[config.mk]
export PLATFORM = sky130hd
export DESIGN_NAME = stream_xbar_router
export DESIGN_NICKNAME = d
export VERILOG_FILES = /design/src/rtl/stream_xbar_router.sv
export SDC_FILE = /design/constraint.sdc
export NUM_CORES = 1
export LEC_CHECK = 0
export CORE_MARGIN = 4
export CORE_UTILIZATION = 45
export CTS_CLUSTER_DIAMETER = 80
export DETAILED_ROUTE_END_ITERATION = 7
export PLACE_DENSITY = 0.75
export SYNTH_ARGS = -nofsm -noshare
export SYNTH_HDL_FRONTEND = slang
export SYNTH_SLANG_ARGS = --single-unit
[constraint.sdc]
create_clock -name clk -period 3.6 [get_ports clk]
set_input_delay 0.72 -clock clk [delete_from_list [all_inputs] [get_ports clk]]
set_output_delay 0.72 -clock clk [all_outputs]
set_load 0.1 [all_outputs]
[src/rtl/stream_xbar_router.sv]
// Multicast ready/valid crossbar with per-output 2-entry skid buffers, isolate/drain FSMs and
// shadowed reconfiguration. Optional output tap is enabled by defining ROUTER_TAP_EN.
module stream_xbar_router #(
    parameter int unsigned WIDTH_BITS = 40,
    parameter int unsigned IN_PORTS   = 4,
    parameter int unsigned OUT_PORTS  = 2,
    parameter int unsigned CNT_W      = 16,
    parameter int unsigned SEL_W      = $clog2(IN_PORTS),
    parameter int unsigned TSEL_W     = (OUT_PORTS > 1) ? $clog2(OUT_PORTS) : 1
) (
    input  logic                                 clk,
    input  logic                                 rst_n,
    input  logic [IN_PORTS-1:0][WIDTH_BITS-1:0]  in_data_i,
    input  logic [IN_PORTS-1:0]                  in_valid_i,
    output logic [IN_PORTS-1:0]                  in_ready_o,
    output logic [OUT_PORTS-1:0][WIDTH_BITS-1:0] out_data_o,
    output logic [OUT_PORTS-1:0]                 out_valid_o,
    input  logic [OUT_PORTS-1:0]                 out_ready_i,
    input  logic [OUT_PORTS-1:0][SEL_W-1:0]      cfg_sel_i,
    input  logic [OUT_PORTS-1:0]                 cfg_en_i,
    input  logic                                 cfg_update_i,
    output logic                                 cfg_busy_o,
    input  logic [OUT_PORTS-1:0]                 isolate_i,
    output logic [OUT_PORTS-1:0]                 isolated_o,
    input  logic [TSEL_W-1:0]                    tap_sel_i,
    output logic [WIDTH_BITS-1:0]                tap_data_o,
    output logic                                 tap_valid_o,
    output logic [CNT_W-1:0]                     tap_beats_o
);
    typedef enum logic [1:0] {StActive, StDrain, StIsolated} out_st_e;
    typedef enum logic [1:0] {StIdle, StFreeze, StApply} cfg_st_e;

    out_st_e                              ost_q [OUT_PORTS];
    out_st_e                              ost_d [OUT_PORTS];
    cfg_st_e                              cst_q, cst_d;
    logic [OUT_PORTS-1:0][SEL_W-1:0]      sel_q, sel_d, shadow_sel_q, shadow_sel_d;
    logic [OUT_PORTS-1:0]                 en_q, en_d, shadow_en_q, shadow_en_d;
    logic [OUT_PORTS-1:0][WIDTH_BITS-1:0] head_q, head_d, tail_q, tail_d;
    logic [OUT_PORTS-1:0][1:0]            cnt_q, cnt_d;
    logic [OUT_PORTS-1:0]                 live, push, pop;
    logic [IN_PORTS-1:0]                  subscribed, blocked;
    logic                                 freeze, all_empty;

    // Ready depends only on registered state, never on out_ready_i.
    always_comb begin
        freeze     = (cst_q != StIdle);
        subscribed = '0;
        blocked    = '0;
        for (int k = 0; k < OUT_PORTS; k++) begin
            live[k] = en_q[k] & (ost_q[k] == StActive);
            if (live[k]) begin
                subscribed[sel_q[k]] = 1'b1;
                if (cnt_q[k] == 2'd2) blocked[sel_q[k]] = 1'b1;
            end
        end
        in_ready_o = ~{IN_PORTS{freeze}} & subscribed & ~blocked;
        for (int k = 0; k < OUT_PORTS; k++) begin
            push[k] = live[k] & in_valid_i[sel_q[k]] & in_ready_o[sel_q[k]];
            pop[k]  = (cnt_q[k] != 2'd0) & out_ready_i[k];
        end
    end

    // Push with pop only happens at count 1, since a full buffer holds its input's ready low.
    always_comb begin
        head_d = head_q;
        tail_d = tail_q;
        cnt_d  = cnt_q;
        for (int k = 0; k < OUT_PORTS; k++) begin
            case ({push[k], pop[k]})
                2'b10: begin
                    if (cnt_q[k] == 2'd0) head_d[k] = in_data_i[sel_q[k]];
                    else                  tail_d[k] = in_data_i[sel_q[k]];
                    cnt_d[k] = cnt_q[k] + 2'd1;
                end
                2'b01: begin
                    head_d[k] = tail_q[k];
                    cnt_d[k]  = cnt_q[k] - 2'd1;
                end
                2'b11:   head_d[k] = in_data_i[sel_q[k]];
                default: ;
            endcase
        end
    end

    always_comb begin
        for (int k = 0; k < OUT_PORTS; k++) begin
            ost_d[k] = ost_q[k];
            case (ost_q[k])
                StActive:   if (isolate_i[k]) ost_d[k] = StDrain;
                StDrain: begin
                    if (!isolate_i[k])          ost_d[k] = StActive;
                    else if (cnt_q[k] == 2'd0)  ost_d[k] = StIsolated;
                end
                StIsolated: if (!isolate_i[k]) ost_d[k] = StActive;
                default:    ost_d[k] = StActive;
            endcase
        end
    end

    always_comb begin
        cst_d        = cst_q;
        sel_d        = sel_q;
        en_d         = en_q;
        shadow_sel_d = shadow_sel_q;
        shadow_en_d  = shadow_en_q;
        all_empty    = 1'b1;
        for (int k = 0; k < OUT_PORTS; k++) begin
            if ((cnt_q[k] != 2'd0) && (ost_q[k] != StIsolated)) all_empty = 1'b0;
        end
        case (cst_q)
            StIdle: begin
                if (cfg_update_i) begin
                    shadow_sel_d = cfg_sel_i;
                    shadow_en_d  = cfg_en_i;
                    cst_d        = StFreeze;
                end
            end
            StFreeze: if (all_empty) cst_d = StApply;
            StApply: begin
                sel_d = shadow_sel_q;
                en_d  = shadow_en_q;
                cst_d = StIdle;
            end
            default: cst_d = StIdle;
        endcase
    end

    always_ff @(posedge clk or negedge rst_n) begin
        if (!rst_n) begin
            cst_q        <= StIdle;
            sel_q        <= '0;
            en_q         <= '0;
            shadow_sel_q <= '0;
            shadow_en_q  <= '0;
            head_q       <= '0;
            tail_q       <= '0;
            cnt_q        <= '0;
            for (int k = 0; k < OUT_PORTS; k++) ost_q[k] <= StActive;
        end else begin
            cst_q        <= cst_d;
            sel_q        <= sel_d;
            en_q         <= en_d;
            shadow_sel_q <= shadow_sel_d;
            shadow_en_q  <= shadow_en_d;
            head_q       <= head_d;
            tail_q       <= tail_d;
            cnt_q        <= cnt_d;
            for (int k = 0; k < OUT_PORTS; k++) ost_q[k] <= ost_d[k];
        end
    end

    always_comb begin
        cfg_busy_o = freeze;
        out_data_o = head_q;
        for (int k = 0; k < OUT_PORTS; k++) begin
            out_valid_o[k] = (cnt_q[k] != 2'd0);
            isolated_o[k]  = (ost_q[k] == StIsolated);
        end
    end

`ifdef ROUTER_TAP_EN
    logic [TSEL_W-1:0] tap_sel_q;
    logic [CNT_W-1:0]  tap_cnt_q, tap_cnt_d;
    logic              tap_ok, tap_hs;

    always_comb begin
        tap_ok    = (int'(tap_sel_i) < int'(OUT_PORTS));
        tap_hs    = tap_ok & out_valid_o[tap_sel_i] & out_ready_i[tap_sel_i];
        tap_cnt_d = tap_cnt_q;
        if (tap_sel_i != tap_sel_q)           tap_cnt_d = '0;
        else if (tap_hs && (tap_cnt_q != '1)) tap_cnt_d = tap_cnt_q + 1'b1;
        tap_valid_o = tap_ok & out_valid_o[tap_sel_i];
        tap_data_o  = tap_ok ? out_data_o[tap_sel_i] : '0;
        tap_beats_o = tap_ok ? tap_cnt_q : '0;
    end

    always_ff @(posedge clk or negedge rst_n) begin
        if (!rst_n) begin
            tap_sel_q <= '0;
            tap_cnt_q <= '0;
        end else begin
            tap_sel_q <= tap_sel_i;
            tap_cnt_q <= tap_cnt_d;
        end
    end
`else
    logic unused_tap_sel;
    assign unused_tap_sel = ^tap_sel_i;
    assign tap_data_o     = '0;
    assign tap_valid_o    = 1'b0;
    assign tap_beats_o    = '0;
`endif
endmodule

; ---- Word-level counts from Yosys, hierarchy flattened
; Index checks and enable logic that the tools add are counted.
[word_totals]
register_bits = 182
in_bits = 178
out_inout_bits = 146
word_cells = 132
[classes]
addsub = 4
order_cmp = 4
n_eq_ne = 26
mux = 43
bitwise = 16
reduce_logical = 24
[ops]
columns = operator, n
row1 = 40-bit one-hot mux with 3 select lines, 2
row2 = 40-bit binary-select mux with 2-bit select, 2
row3 = 40-bit two-way mux, 4
row4 = 4-bit two-way mux, 6
row5 = 2-bit two-way mux, 10
row6 = "2-bit inequality test, second input constant", 10
row7 = "2-bit equality test, second input constant", 9
row8 = 2-bit one-hot mux with 2 select lines, 3
row9 = 2-bit one-hot mux with 3 select lines, 2
row10 = 2-bit AND reduction, 6
row11 = "2-bit by 1-bit equality test with 1-bit output, second input constant", 5
row12 = 2-bit logical NOT, 5
row13 = 2-bit nonzero test, 5
row14 = 1-bit bitwise AND, 8
row15 = 4-bit bitwise AND, 2
row16 = 1-bit binary-select mux with 2-bit select, 4
row17 = 1-bit two-way mux, 8
row18 = 4-bit NOT, 2
row19 = 4-bit bitwise OR, 2
row20 = "2-bit by 3-bit < comparator with 1-bit output, second input constant", 2
row21 = "3-bit inequality test, second input constant", 2
row22 = 3-bit AND reduction, 2
row23 = 3-bit nonzero test, 2
row24 = "2-bit by 1-bit adder with 2-bit output, second input constant", 2
row25 = 5 further kinds, 12

; ---- Logic depth before layout (Yosys ltp)
; Gate-level depths: netlist of run 1.
[depth]
ltp_word = 17
mapped_depth = 13
mapped_depth_nobuf = 11

; ---- Worst setup path before layout of run 1
; No wires, ideal clock.
[synth_timing]
kind = reg-to-output
start = register ost_q[0] (netlist name)
end = output in_ready_o[0]
arrival_time_ns = 3.581
required_time_ns = 2.880
setup_slack_ns = -0.701
stages_incl_launch_ff = 5
n_path_buf = 1
cell_sequence = dfrtp_1 or3b_1 buf_6 or4_1 a211oi_1
[synth_between]
elab_chain_cells = 5
word_cells_on_any_way = 7
classes_between = 2 x mux / 4 x bitwise / 1 x reduce/logical
[synth_rtl]
columns = item, line
row1 = "start, declared", 33  ; out_st_e ost_q [OUT_PORTS];
row2 = 2-bit logical NOT (*), 50  ; live[k] = en_q[k] & (ost_q[k] == StActive);
row3 = 1-bit bitwise AND (*), 50
row4 = 4-bit two-way mux, 51  ; if (live[k]) begin
row5 = 4-bit bitwise AND or 4-bit NOT (tied branches), 56  ; in_ready_o = ~{IN_PORTS{freeze}} & subscribed & ~blocked;
row6 = 4-bit bitwise AND (*), 56
row7 = "end, declared", 15  ; output logic [IN_PORTS-1:0] in_ready_o,
; Every way passes the cells marked *; elsewhere a longest branch is shown, timed or not.

; ---- Worst setup path in the final report of run 1
[layout_timing]
start = register ost_q[2] (netlist name)
end = register head_q, in the netlist out_data_o[79]
[layout_between]
elab_chain_cells = 14
word_cells_on_any_way = 22
classes_between = 4 x eq/ne / 8 x mux / 7 x bitwise / 3 x reduce/logical
[layout_rtl]
columns = item, line
row1 = 2-bit logical NOT (*), 50
row2 = 1-bit bitwise AND (*), 50
row3 = 4-bit two-way mux, 51
row4 = 4-bit bitwise OR (no source line), -
row5 = 4-bit two-way mux, 53  ; if (cnt_q[k] == 2'd2) blocked[sel_q[k]] = 1'b1;
row6 = 4-bit two-way mux, 51
row7 = 4-bit NOT, 56
row8 = 4-bit bitwise AND (*), 56
row9 = 1-bit binary-select mux with 2-bit select (*), 58  ; push[k] = live[k] & in_valid_i[sel_q[k]] & in_ready_o[sel_q[k]];
row10 = 1-bit two-way mux (implied by the code) (*), 58
row11 = 1-bit bitwise AND (*), 58
row12 = 2-bit equality test or 2-bit by 1-bit equality test with 1-bit output (tied branches), 69  ; case ({push[k], pop[k]})
row13 = 2-bit inequality test (no source line) or 3-bit nonzero test (tied branches), -
row14 = 2-bit AND reduction (no source line), -
row15 = "end signal, assigned", 135  ; head_q <= '0;
row16 = "end signal, assigned", 145  ; head_q <= head_d;
row17 = "end, declared", 38  ; logic [OUT_PORTS-1:0][WIDTH_BITS-1:0] head_q, head_d, tail_q, tail_d;
; Every way passes the cells marked *; elsewhere a longest branch is shown, timed or not. The select of a mux whose other input is x is not followed.
; A chain may end at the register's enable or synchronous reset.

==> key figures, run 1 <==
Status
  – Status: completed

Clocking
  – Number of buffers added for setup after CTS: 0
  – CTS tree: done
  – Sink Count: 182
  – CTS root buffer: clkbuf_16
  – Number of buffers created by CTS: 17
  – Hold buffers post-CTS: 0
  – Clock buffer depth: 2
  – Clk slew on worst S/H paths: 0.07 ns
  – Skew-Pair Late Insertion Delay: 0.42 ns
  – H-Tree Depth: 4
  – Post-CTS Resized: 0

Power and ir drop
  – Lkg Pwr: 0.006070 uW
  – VDD IR max: 577.2 uV
  – Pwr/cell area: 1002 nW/um2

Timing
  – Tightest Pin Transition: 1.035 ns
  – RSZ-0062 raised after global routing: no
  – Final setup fails: 0
  – Fmax: 294.8 MHz
  – Final setup TNS: 0 ns
  – Fin. Hold Viols: 0
  – Slew Viols, Final: 0
  – Max_slew headroom: 0.3082
  – Post-route minimum period: 3.392 ns
  – Tcrit/Tclk final: 0.9423
  – Setup Skew: 0.01222 ns

Final layout
  – Utilization after layout: 0.6064
  – Final nets: 1,165
  – Area Overhead vs Synth: 32.81%
  – Number of diodes: 0
  – Share of cells above drive strength 1: 0.4131

Global route
  – Antenna violations before repair: 0
  – Global-route wire length before repair: 40,680 um
  – Global Route Usage Sum: 0.1980
  – Pin count of the biggest net entering global routing: 84
  – GRT Residual Overflow: 0
  – Vias in the first global route: 7,484

Critical path
  – CP delay by family, top: simple AND/OR/NAND/NOR gates
  – Worst Setup Start Kind: flop
  – Crit path depth: 10
  – Worst Setup End Kind: flop
  – Critical path required time: 3.91 ns
  – FF-to-FF End: out_data_o[79]
  – R2r setup slk: 0.21 ns
  – Reg2Reg Launch Point: ost_q[2]
  – R2R cell count: 10
  – Cell Chain, Critical Path: or3b_1 -> o22ai_1 -> or3b_1 -> o221a_4 -> nor4_1 -> inv_1 -> ha_2 -> buf_4 -> mux2_2 -> mux2_4
  – Worst Path Arrival: 3.70 ns
  – WS Path Type: reg -> reg
  – Most Frequent Cell on Critical Path: or3b_1
  – CP Buf/Inv Count: 2
  – Worst Path Max Fanout: 12
  – Slowest stage delay, CP: 0.55 ns
  – Slowest CP cell: or3b_1

Synthesis
  – Mapped Cells: 724
  – Sequential fraction of the synthesis area: 0.4262
  – #FFs+latches synth: 182
  – Syn avg cell area: 14.76 um2
  – Yosys warnings: 0
  – Library cells used by synthesis: 48
  – Main synth FF type: dfrtp_1
  – Synthesized cell area: 10,690 um2
  – Post-synth EDFFs: 0
  – Synth async-reset ratio: 1.000

Routing
  – DR vias: 6,943
  – Wire length per cell: 19.86 um
  – DRT iter0 DRCs: 319
  – Via density: 5.284
  – Number of remaining DRC errors: 0
  – Post-route ant nets: 0
  – DRT Wirelength: 26,100 um
  – DRT Pass-1 Iters: 4

Floorplan
  – DIE WIDTH: 162.1 um
  – I/O pin count: 324
  – Core Area: 23,400 um2
  – Die Height: 162.1 um
  – # rows: 56
  – Die ar.: 26,270 um2
  – Starting density of the core: 0.4566

Placed design
  – Final GP Congestion: 0.8290
  – Port Buf Inserts: 265
  – HPWL Detailed: 19,680 um

Flow run
  – Max Cap Viol: 0

Hold path
  – Hold/Removal Path Class: in -> async
## report_power, final
group / leakage [uW] / switching [uW] / internal [uW]
logic: 0.00344 / 5570 / 3420
registers: 0.00234 / 469 / 2890
clock network: 0.000286 / 805 / 1070
total: 0.00607 / 6850 / 7380
## placed cells by master (no fill, tap or decap), types with 6 or more instances in the layout
cell type	n
mux2_2	208
clkbuf_16	17
nand2_1	10
buf_4	29
conb_1	57
dfrtp_1	178
nor3_1	8
inv_1	8
mux2_4	40
nor2b_1	6
nor2_1	14
clkdlybuf4s50_1	252
buf_12	9
mux4_2	81
## registers in the layout, summed over array words and instances (netlist names)
| register | count |
|---|---|
| sel_q | 4 |
| cnt_q | 4 |
| ost_q | 4 |
| tail_q | 80 |
| shadow_en_q | 2 |
| shadow_sel_q | 4 |
| en_q | 2 |
| cst_q | 2 |
| out_data_o | 80 |
## worst register-to-register path, cell delays in order (launching register included)
cell	delay, ns
dfrtp_1	0.39
or3b_1	0.55
o22ai_1	0.17
or3b_1	0.43
o221a_4	0.28
nor4_1	0.38
inv_1	0.09
ha_2	0.22
buf_4	0.20
mux2_2	0.31
mux2_4	0.26
## how the worst max path moves through the flow
stage | from | end
6_report | ost_q[2] | out_data_o[79]
5_1_grt | ost_q[2] | out_data_o[79]
4_1_cts | ost_q[2] | out_data_o[79]
3_5_place_dp | ost_q[2] | out_data_o[79]
3_3_place_gp | ost_q[2] | out_data_o[51]
2_1_floorplan | cst_q[0] | out_data_o[71]
## layer usage
layer  vias up  wire, um  global-route usage
met3        30      1715             0.04694
met2       231     13110              0.3389
met4         0       484             0.05575
met5         -         0                   0
met1      3535     10790              0.2534
li1       3147         -                   -
## area by class of cell
| type | count | area (um2) |
|---|---|---|
| fill | 1874 | 9211 |
| multi-input combinational | 483 | 5668 |
| sequential | 182 | 4564 |
| timing repair buffer | 291 | 2934 |
| clock buffer | 20 | 456.7 |
| tap | 319 | 399.1 |
| clock inverter | 11 | 138.9 |
| inverter | 8 | 30.03 |
## cell families after synthesis
| kind of cell | after synthesis | share of synthesized area |
|---|---|---|
| AND/OR/NAND/NOR | 66 | 0.03349 |
| AO/OA/AOI/OAI | 17 | 0.01464 |
| XOR/XNOR | 6 | 0.004918 |
| buffers and inverters | 115 | 0.06546 |
| other | 1 | 0.0003510 |
| flip-flops | 182 | 0.4262 |
| adder cells (fa/ha/maj) | 4 | 0.004684 |
| multiplexers | 333 | 0.4502 |
## synthesized netlist by cell type, drive strengths merged, types with 2 or more instances
cell,instances,area (um2)
mux2,251,2977
dfrtp,182,4554
mux4,81,1824
buf,79,564.3
clkbuf,28,105.1
nor2,14,52.55
nand2,12,45.04
inv,8,30.03
nor3,8,40.04
nor2b,6,37.54
nand2b,5,31.28
ha,4,50.05
xnor2,4,35.03
nand3,3,15.01
nor3b,3,22.52
or3b,3,26.28
a211oi,2,15.01
and2,2,12.51
and3b,2,17.52
o21a,2,15.01
o21ai,2,10.00
o22ai,2,12.51
xor2,2,17.52
## metrics by stage
step                power (uW)  instances  hold slack, ns  setup slack [ns]  area, um2
floorplan                10400        780          0.4244            0.1044      10900
finish                   14230       1314          0.3228            0.2077      14190
detailed placement       12440       1283          0.4601            0.2320      13600
global route             14910       1314          0.3623          0.005841      14190
global placement         12320       1283          0.4626            0.2715      13600
CTS                      14360       1314          0.3439            0.2033      14190
No activity file was read; power rests on OpenSTA's default activity.
==> run 2: changes to the inputs <==
- GPL_TIMING_DRIVEN: unset -> 0
==> key figures, run 2 (synthesis results as in run 1) <==
Timing
  – Tcrit/Tclk final: 0.9666
  – Max_slew headroom: 0.2822
  – Final setup fails: 0
  – Tightest Pin Transition: 1.073 ns
  – Fin. Hold Viols: 0
  – Setup Skew: 0.01309 ns
  – Slew Viols, Final: 0
  – Post-route minimum period: 3.480 ns
  – Fmax: 287.4 MHz
  – Final setup TNS: 0 ns
  – RSZ-0062 raised after global routing: no

Placed design
  – HPWL Detailed: 21,870 um
  – Final GP Congestion: 0.8688
  – Dpl cells: 1,365
  – Port Buf Inserts: 265
  – DP Area: 13,980 um2

Clocking
  – H-Tree Depth: 4
  – Number of buffers added for setup after CTS: 0
  – Skew-Pair Late Insertion Delay: 0.43 ns
  – Clk slew on worst S/H paths: 0.07 ns
  – CTS root buffer: clkbuf_16
  – Sink Count: 182
  – Clock buffer depth: 2
  – Number of buffers created by CTS: 17
  – CTS tree: done
  – Hold buffers post-CTS: 0

Final layout
  – Final nets: 1,246
  – Cell area after layout: 14,620 um2
  – Post-Layout Cell Count: 1,397
  – Commonest non-fill, non-tap cell in the layout: clkdlybuf4s50_1
  – Most frequent cells in the layout: clkdlybuf4s50_1 (260), mux2_2 (208), dfrtp_1 (182), mux4_2 (81), buf_4 (63)
  – Share of cells above drive strength 1: 0.4243
  – Area Overhead vs Synth: 36.86%

Global route
  – Global Route Usage Sum: 0.2197
  – GRT Residual Overflow: 0
  – Vias in the first global route: 7,986
  – Pin count of the biggest net entering global routing: 99
  – Global-route wire length before repair: 44,750 um
  – Antenna violations before repair: 1

Power and ir drop
  – Pwr/cell area: 981.8 nW/um2
  – VDD IR max: 504.1 uV
  – Lkg Pwr: 0.006359 uW

Routing
  – Via density: 5.189
  – Number of remaining DRC errors: 0
  – Post-route ant nets: 0
  – DRT iter0 DRCs: 320
  – DR vias: 7,249
  – DRT Pass-1 Iters: 4
  – DRT Wirelength: 28,750 um
  – Wire length per cell: 20.58 um

Floorplan
  – Die ar.: 26,270 um2
  – Starting density of the core: 0.4566
  – DIE WIDTH: 162.1 um
  – Core Area: 23,400 um2
  – I/O pin count: 324
  – Die Height: 162.1 um
  – # rows: 56

Critical path
  – Slowest stage delay, CP: 0.60 ns
  – Worst Setup End Kind: primary output
  – Worst Path Max Fanout: 9
  – Slowest CP cell: clkdlybuf4s15_2
  – WS Path Type: reg -> out
  – Critical path required time: 2.88 ns
  – Worst Path Arrival: 2.76 ns
  – Worst Setup Start Kind: flop
  – Cell Chain, Critical Path: or3b_1 -> buf_6 -> or4_1 -> a211oi_2 -> clkdlybuf4s15_2

Status
  – Status: completed

Flow run
  – Max Cap Viol: 0

Hold path
  – Hold/Removal Path Class: in -> async
[run 2: cell types whose count changed in the layout (fill, tap and decap cells not counted), sizes merged]
cell,change
buf,+42
clkbuf,+28
clkdlybuf4s50,+8
inv,+5
clkdlybuf4s15,+3
bufinv,-2
clkinv,-2
diode,+1
[run 2: path summary, 6_finish.rpt]
kind / start / to / slack (ns) / cells after the start
min in group clk: cst_q[1] / cst_q[0] / 0.49 / 1
max in group asynchronous: rst_n / out_data_o[72] / 2.42 / 2
setup reg to reg: ost_q[0] / out_data_o[46] / 0.26 / 11
setup / recovery: ost_q[0] / in_ready_o[0] / 0.12 / 5
hold / removal: rst_n / out_data_o[11] / 0.26 / 1
hold reg to reg: cst_q[1] / cst_q[0] / 0.49 / 1
[run 2: per-stage QoR]
| stage | hold slack [ns] | util | total power [uW] | worst slack, ns |
|---|---|---|---|---|
| floorplan | 0.4244 | - | 10400 | 0.1044 |
| global placement | 0.4601 | 0.5962 | 12440 | -5.923 |
| detailed placement | 0.4787 | 0.5976 | 12570 | -0.4073 |
| CTS | 0.2913 | 0.6230 | 14440 | 0.04062 |
| global route | 0.2972 | 0.6249 | 15030 | 0.002795 |
| finish | 0.2634 | 0.6249 | 14360 | 0.1204 |
[run 2: timing repair]
item,4_1_cts,5_1_grt
gates resized for setup,22,23
gates cloned,0,0
pin swaps,0,1
endpoints found under the setup margin,64,102
[run 2: layout make-up]
type                       instances  area [um2]
sequential                       182        4554
clock inverter                    12       106.4
antenna                            1       2.502
inverter                           8       30.03
clock buffer                      20       456.7
fill                            1850        8778
tap                              319       399.1
timing repair buffer             266        2684
buffer                           106       693.2
multi-input combinational        483        5698
[run 2: power breakdown]
| part | internal [uW] | switching, uW | total [uW] |
|---|---|---|---|
| registers | 2880 | 456 | 3330 |
| logic | 3480 | 5730 | 9210 |
| clock network | 949 | 862 | 1810 |
[run 2: layer usage]
layer	vias to the layer above	global-route usage	wire, um
met5	-	0	0
met4	0	0.05613	522
met3	29	0.04060	1689
met2	241	0.3767	14690
met1	3682	0.2907	11850
li1	3297	-	-
[run 2: critical path: cells and delay by family (launching register included)]
family | cells | cell delay (ns)
compound gates | 1 | 0.26
flops | 1 | 0.41
buf+inv | 2 | 0.75
simple gates | 2 | 0.91
